## config.mk

```make
export PLATFORM = sky130hd
export DESIGN_NAME = alu_result_fifo_flat
export DESIGN_NICKNAME = d
export VERILOG_FILES = /design/src/rtl/alu_result_fifo_if.sv /design/src/rtl/alu_result_fifo.sv /design/src/flat_wrapper.sv
export SDC_FILE = /design/constraint.sdc
export NUM_CORES = 1
export LEC_CHECK = 0
export ABC_AREA = 0
export BUFFER_PORTS_ARGS = -buffer_cell sky130_fd_sc_hd__buf_2
export CAP_MARGIN = 5
export CORE_ASPECT_RATIO = 1.4
export CORE_MARGIN = 2
export CORE_UTILIZATION = 45
export DETAILED_ROUTE_END_ITERATION = 10
export GPL_TIMING_DRIVEN = 0
export PLACE_DENSITY_LB_ADDON = 0.2
export SLEW_MARGIN = 40
export SYNTH_ARGS = -nofsm -noshare
export SYNTH_HDL_FRONTEND = slang
export SYNTH_SLANG_ARGS = --single-unit
```

## constraint.sdc

```tcl
create_clock -name clk -period 3.59 [get_ports clk]
set_input_delay 0.359 -clock clk [delete_from_list [all_inputs] [get_ports clk]]
set_output_delay 0.359 -clock clk [all_outputs]
set_load 0.005 [all_outputs]
```

## src/rtl/alu_result_fifo_if.sv

```systemverilog
// Handshake and status bundle between the ALU result FIFO and its producer/consumer.
// master is the FIFO's view; slave is the view of the logic around it.
interface alu_result_fifo_if #(
    parameter int unsigned DEPTH = 4,
    parameter int unsigned WIDTH = 4
);
    logic                     in_valid;
    logic                     in_ready;
    logic [2:0]               in_sel;
    logic [WIDTH-1:0]         in_y;
    logic                     in_carry;
    logic                     out_valid;
    logic                     out_ready;
    logic [2:0]               out_sel;
    logic [WIDTH-1:0]         out_y;
    logic                     out_carry;
    logic                     out_zero;
    logic [$clog2(DEPTH):0]   count;
    logic                     ovf;
    logic [7:0]               drop_cnt;

    modport master (
        input  in_valid, in_sel, in_y, in_carry, out_ready,
        output in_ready, out_valid, out_sel, out_y, out_carry, out_zero, count, ovf, drop_cnt
    );

    modport slave (
        output in_valid, in_sel, in_y, in_carry, out_ready,
        input  in_ready, out_valid, out_sel, out_y, out_carry, out_zero, count, ovf, drop_cnt
    );
endinterface

```

## src/rtl/alu_result_fifo.sv

```systemverilog
// First-word-fall-through buffer for ALU results {sel, y, carry, zero} with a
// valid/ready handshake, sticky overflow flag and saturating drop counter.
module alu_result_fifo #(
    parameter int unsigned DEPTH = 4,
    parameter int unsigned WIDTH = 4
) (
    input  logic                 clk,
    input  logic                 rst,
    alu_result_fifo_if.master    bus
);
    localparam int unsigned AW = $clog2(DEPTH);
    localparam int unsigned CW = AW + 1;
    localparam int unsigned EW = 3 + WIDTH + 2;

    logic [EW-1:0] mem_q [DEPTH];
    logic [AW-1:0] wr_ptr_q, wr_ptr_d;
    logic [AW-1:0] rd_ptr_q, rd_ptr_d;
    logic [CW-1:0] count_q, count_d;
    logic          ovf_q, ovf_d;
    logic [7:0]    drop_cnt_q, drop_cnt_d;

    logic          full, empty, push, pop, drop;
    logic [EW-1:0] head;

    assign full  = (count_q == CW'(DEPTH));
    assign empty = (count_q == '0);
    // A pop in the same cycle never frees room for a push: in_ready is purely registered.
    assign push  = bus.in_valid && !full;
    assign pop   = bus.out_ready && !empty;
    assign drop  = bus.in_valid && full;

    always_comb begin
        wr_ptr_d   = wr_ptr_q;
        rd_ptr_d   = rd_ptr_q;
        count_d    = count_q;
        ovf_d      = ovf_q;
        drop_cnt_d = drop_cnt_q;
        if (push) begin
            wr_ptr_d = wr_ptr_q + 1'b1;
        end
        if (pop) begin
            rd_ptr_d = rd_ptr_q + 1'b1;
        end
        case ({push, pop})
            2'b10:   count_d = count_q + 1'b1;
            2'b01:   count_d = count_q - 1'b1;
            default: count_d = count_q;
        endcase
        if (drop) begin
            ovf_d = 1'b1;
            if (drop_cnt_q != 8'hff) begin
                drop_cnt_d = drop_cnt_q + 1'b1;
            end
        end
    end

    always_ff @(posedge clk) begin
        if (rst) begin
            wr_ptr_q   <= '0;
            rd_ptr_q   <= '0;
            count_q    <= '0;
            ovf_q      <= 1'b0;
            drop_cnt_q <= '0;
        end else begin
            wr_ptr_q   <= wr_ptr_d;
            rd_ptr_q   <= rd_ptr_d;
            count_q    <= count_d;
            ovf_q      <= ovf_d;
            drop_cnt_q <= drop_cnt_d;
        end
    end

    // Storage is not reset; the zero flag is computed once, at write time.
    always_ff @(posedge clk) begin
        if (push && !rst) begin
            mem_q[wr_ptr_q] <= {bus.in_sel, bus.in_y, bus.in_carry, (bus.in_y == '0)};
        end
    end

    assign head          = mem_q[rd_ptr_q];
    assign bus.out_sel   = head[EW-1 -: 3];
    assign bus.out_y     = head[WIDTH+1:2];
    assign bus.out_carry = head[1];
    assign bus.out_zero  = head[0];

    assign bus.in_ready  = !full;
    assign bus.out_valid = !empty;
    assign bus.count     = count_q;
    assign bus.ovf       = ovf_q;
    assign bus.drop_cnt  = drop_cnt_q;
endmodule

```

## src/flat_wrapper.sv

```systemverilog
// flat-port wrapper written by rule: the top's interface ports become plain ports
module alu_result_fifo_flat 
#(
    parameter int unsigned DEPTH = 4,
    parameter int unsigned WIDTH = 4
)
  (clk, rst, bus_in_valid, bus_in_sel, bus_in_y, bus_in_carry, bus_out_ready, bus_in_ready, bus_out_valid, bus_out_sel, bus_out_y, bus_out_carry, bus_out_zero, bus_count, bus_ovf, bus_drop_cnt);
  alu_result_fifo_if #(.DEPTH(DEPTH), .WIDTH(WIDTH)) bus_i ();
  input  logic clk;
  input  logic rst;
  input wire logic [$bits(bus_i.in_valid)-1:0] bus_in_valid;
  input wire logic [$bits(bus_i.in_sel)-1:0] bus_in_sel;
  input wire logic [$bits(bus_i.in_y)-1:0] bus_in_y;
  input wire logic [$bits(bus_i.in_carry)-1:0] bus_in_carry;
  input wire logic [$bits(bus_i.out_ready)-1:0] bus_out_ready;
  output wire logic [$bits(bus_i.in_ready)-1:0] bus_in_ready;
  output wire logic [$bits(bus_i.out_valid)-1:0] bus_out_valid;
  output wire logic [$bits(bus_i.out_sel)-1:0] bus_out_sel;
  output wire logic [$bits(bus_i.out_y)-1:0] bus_out_y;
  output wire logic [$bits(bus_i.out_carry)-1:0] bus_out_carry;
  output wire logic [$bits(bus_i.out_zero)-1:0] bus_out_zero;
  output wire logic [$bits(bus_i.count)-1:0] bus_count;
  output wire logic [$bits(bus_i.ovf)-1:0] bus_ovf;
  output wire logic [$bits(bus_i.drop_cnt)-1:0] bus_drop_cnt;
  assign bus_i.in_valid = bus_in_valid;
  assign bus_i.in_sel = bus_in_sel;
  assign bus_i.in_y = bus_in_y;
  assign bus_i.in_carry = bus_in_carry;
  assign bus_i.out_ready = bus_out_ready;
  assign bus_in_ready = bus_i.in_ready;
  assign bus_out_valid = bus_i.out_valid;
  assign bus_out_sel = bus_i.out_sel;
  assign bus_out_y = bus_i.out_y;
  assign bus_out_carry = bus_i.out_carry;
  assign bus_out_zero = bus_i.out_zero;
  assign bus_count = bus_i.count;
  assign bus_ovf = bus_i.ovf;
  assign bus_drop_cnt = bus_i.drop_cnt;
  alu_result_fifo #(.DEPTH(DEPTH), .WIDTH(WIDTH)) u_core (.clk(clk), .rst(rst), .bus(bus_i));
endmodule
```

==> results.md <==
* Status: finished, final reports clean
* GRT overflow at 0
* CTS Hold Buffers Added at 0
* Buf+Inv Stages, Crit Path at 1
* Clk slew on worst S/H paths at 0.09 ns
* Critical path type: reg2reg
* Largest net degree at the start of global routing at 17
* Leak pwr at 0.9477 nW
* First-pass GRT wire length at 6175 um
* Largest stage delay, worst path at ~0.44 ns
* Initial DRC Count at slightly above 40
* Via count at approximately 1300
* Worst Path Required at 3.82 ns
* Unrepaired setup endpoints after global routing: false
* Final HPWL DP at between 2000 and 3000 um
* Area share of the largest cell type after synthesis at 0.4960
* Worst R2R End: u_core.bus.count[2]
* Sequential fraction of the synthesis area at 0.6613
* Final worst clock skew at 0.005210 ns
* GR Util All Layers at 0.1537
* Dominant cells by area after synthesis: edfxtp_1, dfxtp_1, mux4_2, ha_1, nor2_1
* Vias in the first global route at 1291
* Hold wc startpoint: bus_in_sel[2]
* Wire length per cell at between 15 and 20 um
* Total negative slack at 0 ns
* Syn Nets at 162
* Xor and xnor area share after synthesis at 0.03617
* Chip Width at 62.82 um
* Fin. Hold Viols at 0
* PortBufs at 33
* Syn Area/Cell at 15.24 um2
* Clock tree from TritonCTS: yes
* Min-delay worst type: in2reg
* Share of post-route cells with drive strength above 1 at 0.2880
* Synth unique cells at 30
* CTS sink count at 54
* Post CTS Setup Buffer Count at 0
* Core Region at 4767 um2
* CTS resizes at 0
* Drt first pass iters at 4
* CTS Buf Count at 5
* Setup crit start kind: flop
* Syn-to-layout area delta at 16.30%
* Crit-path cells: or3b_1 > nand2_1 > ha_1 > inv_1 > fa_1 > xor2_1 > or3_1 > a21oi_1
* Initial Util at 0.4572
* Most common cell after layout, fill and taps aside: edfxtp_1
* Post-Layout Inst Area at 2535 um2
* Peak supply drop at about 0.34 mV
* Max H-tree Level at 2
* Compound-cell area share of the yosys netlist at 0.03674
* Flops & latches, synth at 54
* Initial antenna violation count at 0
* Die ar. at 5424 um2
* Worst setup path startpoint: u_core.bus.count[2]
* Mapped Area at 2180 um2
* RePlAce Congestion at 0.7697
* Final setup fails at 0
* Clk_lat worst skew at 0.30 ns
* NumNets Final at 202
* Mux cell area share after synthesis at 0.1068
* Routed wire length at 3805 um
* Yosys Warn Count at 0
* WP data arrival at 2.64 ns
* Critical path's top delay family: simple AND/OR/NAND/NOR gates
* Layout filler cell count at around 430
* Fin crit share at 0.6721
* Cells after Synth at between 100 and 150
* Crit end category: flop
* Cell depth of the worst min-delay path at 1
* Worst r2r path cells at 8
* Slew @ Worst Pin at 0.5664 ns
* Top Ports at 35
* Most frequent cells in the layout: edfxtp_1, buf_2, dfxtp_1
* Fmax at 414.4 MHz
* Worst hold endpoint: u_core.mem_q[1][8]
* Rows at 30
* Root buffer cell: clkbuf_8
* Max-cap check violation count at 0
* Antenna Cells at 0
* Synth Area in Simple Gates at 0.09931
* Design Power at 1.521 mW
* Pwr dens at between 600 and 700 nW/um2
* Slowest-stage cell, CP: dfxtp_1
* Min Tclk post-route at 2.413 ns
* Via density at 5.089
* ANT nets after route at 0
* Die Y at between 80 and 90 um
* Post-DP Area at 2425 um2
* Worst r2r src: u_core.bus.count[2]
* Adder-cell area share of the yosys netlist at 0.04363
* Largest family of logic cells by synthesized area: multiplexers
* Clock buffer depth at 2
* Crit Path Max Fanout at 7
* Leading area contributor after synthesis: edfxtp_1
* Max-slew violations at 0
* R2R Setup Slk at 1.18 ns
* Max-Slew Margin vs Limit at 0.6189
* DRC at 0
Yosys cell counts:
cell,count
nand3_1,2
edfxtp_1,36
nand4_1,1
ha_1,6
o21ai_0,3
and2_1,4
nor4_1,1
nand2b_1,1
clkbuf_1,1
nor2_1,17
buf_2,1
o211ai_1,2
buf_1,2
nand4_2,1
o211ai_4,1
inv_1,5
or3_1,3
a21oi_1,4
nand3b_1,1
and4bb_4,1
or3b_1,1
xor2_1,7
mux2i_1,3
nand2_1,6
dfxtp_1,18
and3_1,2
fa_1,1
o31a_1,1
xnor2_1,2
mux4_2,9
metal layers:
metal  track usage  wire [um]  up-vias
li1              -          -      607
met1        0.1596       1412      612
met2        0.2942       2150       36
met3       0.03506        176        7
met4       0.06667         65        0
met5             0          0        -
layout make-up:
cell class | instances | area (um2) | area share
Timing Repair Buffer | 33 | 165.2 | 0.06515
Buffer | 4 | 16.27 | 0.006417
Clock inverter | 2 | 37.54 | 0.01481
Inverter | 5 | 18.77 | 0.007404
Tap cell | 64 | 80.08 | 0.03159
Sequential cell | 54 | 1441 | 0.5686
Clock buffer | 6 | 72.57 | 0.02863
Multi-Input combinational cell | 80 | 703.2 | 0.2774
how the worst max path moves through the flow:
stage                                endpoint  slack, ns  cells past startpoint
after CTS                 u_core.bus.count[2]       1.18                      8
final                     u_core.bus.count[2]       1.18                      8
after global placement    u_core.bus.count[2]       1.37                      8
after floorplan           u_core.bus.count[2]       1.41                      8
after global routing      u_core.bus.count[2]       1.05                      8
after detailed placement  u_core.bus.count[2]       1.22                      8
where the power goes:
| part | internal [mW] | leakage (nW) | switching, mW | total [mW] |
|---|---|---|---|---|
| clock | 0.208 | 0.0514 | 0.186 | 0.394 |
| combinational | 0.189 | 0.422 | 0.179 | 0.368 |
| sequential | 0.721 | 0.474 | 0.0386 | 0.760 |
flip-flops by register name, indices dropped and copies added (netlist names), named ones only:
register             count
u_core.wr_ptr_q          2
u_core.bus.ovf           1
u_core.bus.drop_cnt      8
u_core.mem_q            36
u_core.bus.count         3
u_core.rd_ptr_q          2
logic make-up after synthesis:
logic type,Yosys count
DFF,54
adders and majority gates,7
and+or+nand+nor,41
muxes,12
buffers and inverters,9
xor gates and xnor gates,9
AOI/OAI and AO/OA,11
per-stage QoR:
step	hold slack [ns]	setup slack, ns	util	instances
detailed placement	0.4605	1.216	0.5087	240
floorplan	0.4579	1.411	-	143
global route	0.2625	1.051	0.5318	248
global placement	0.4506	1.366	0.5087	240
CTS	0.2630	1.184	0.5318	248
finish	0.2724	1.177	0.5318	248
Power figures use the tool's default switching activity.
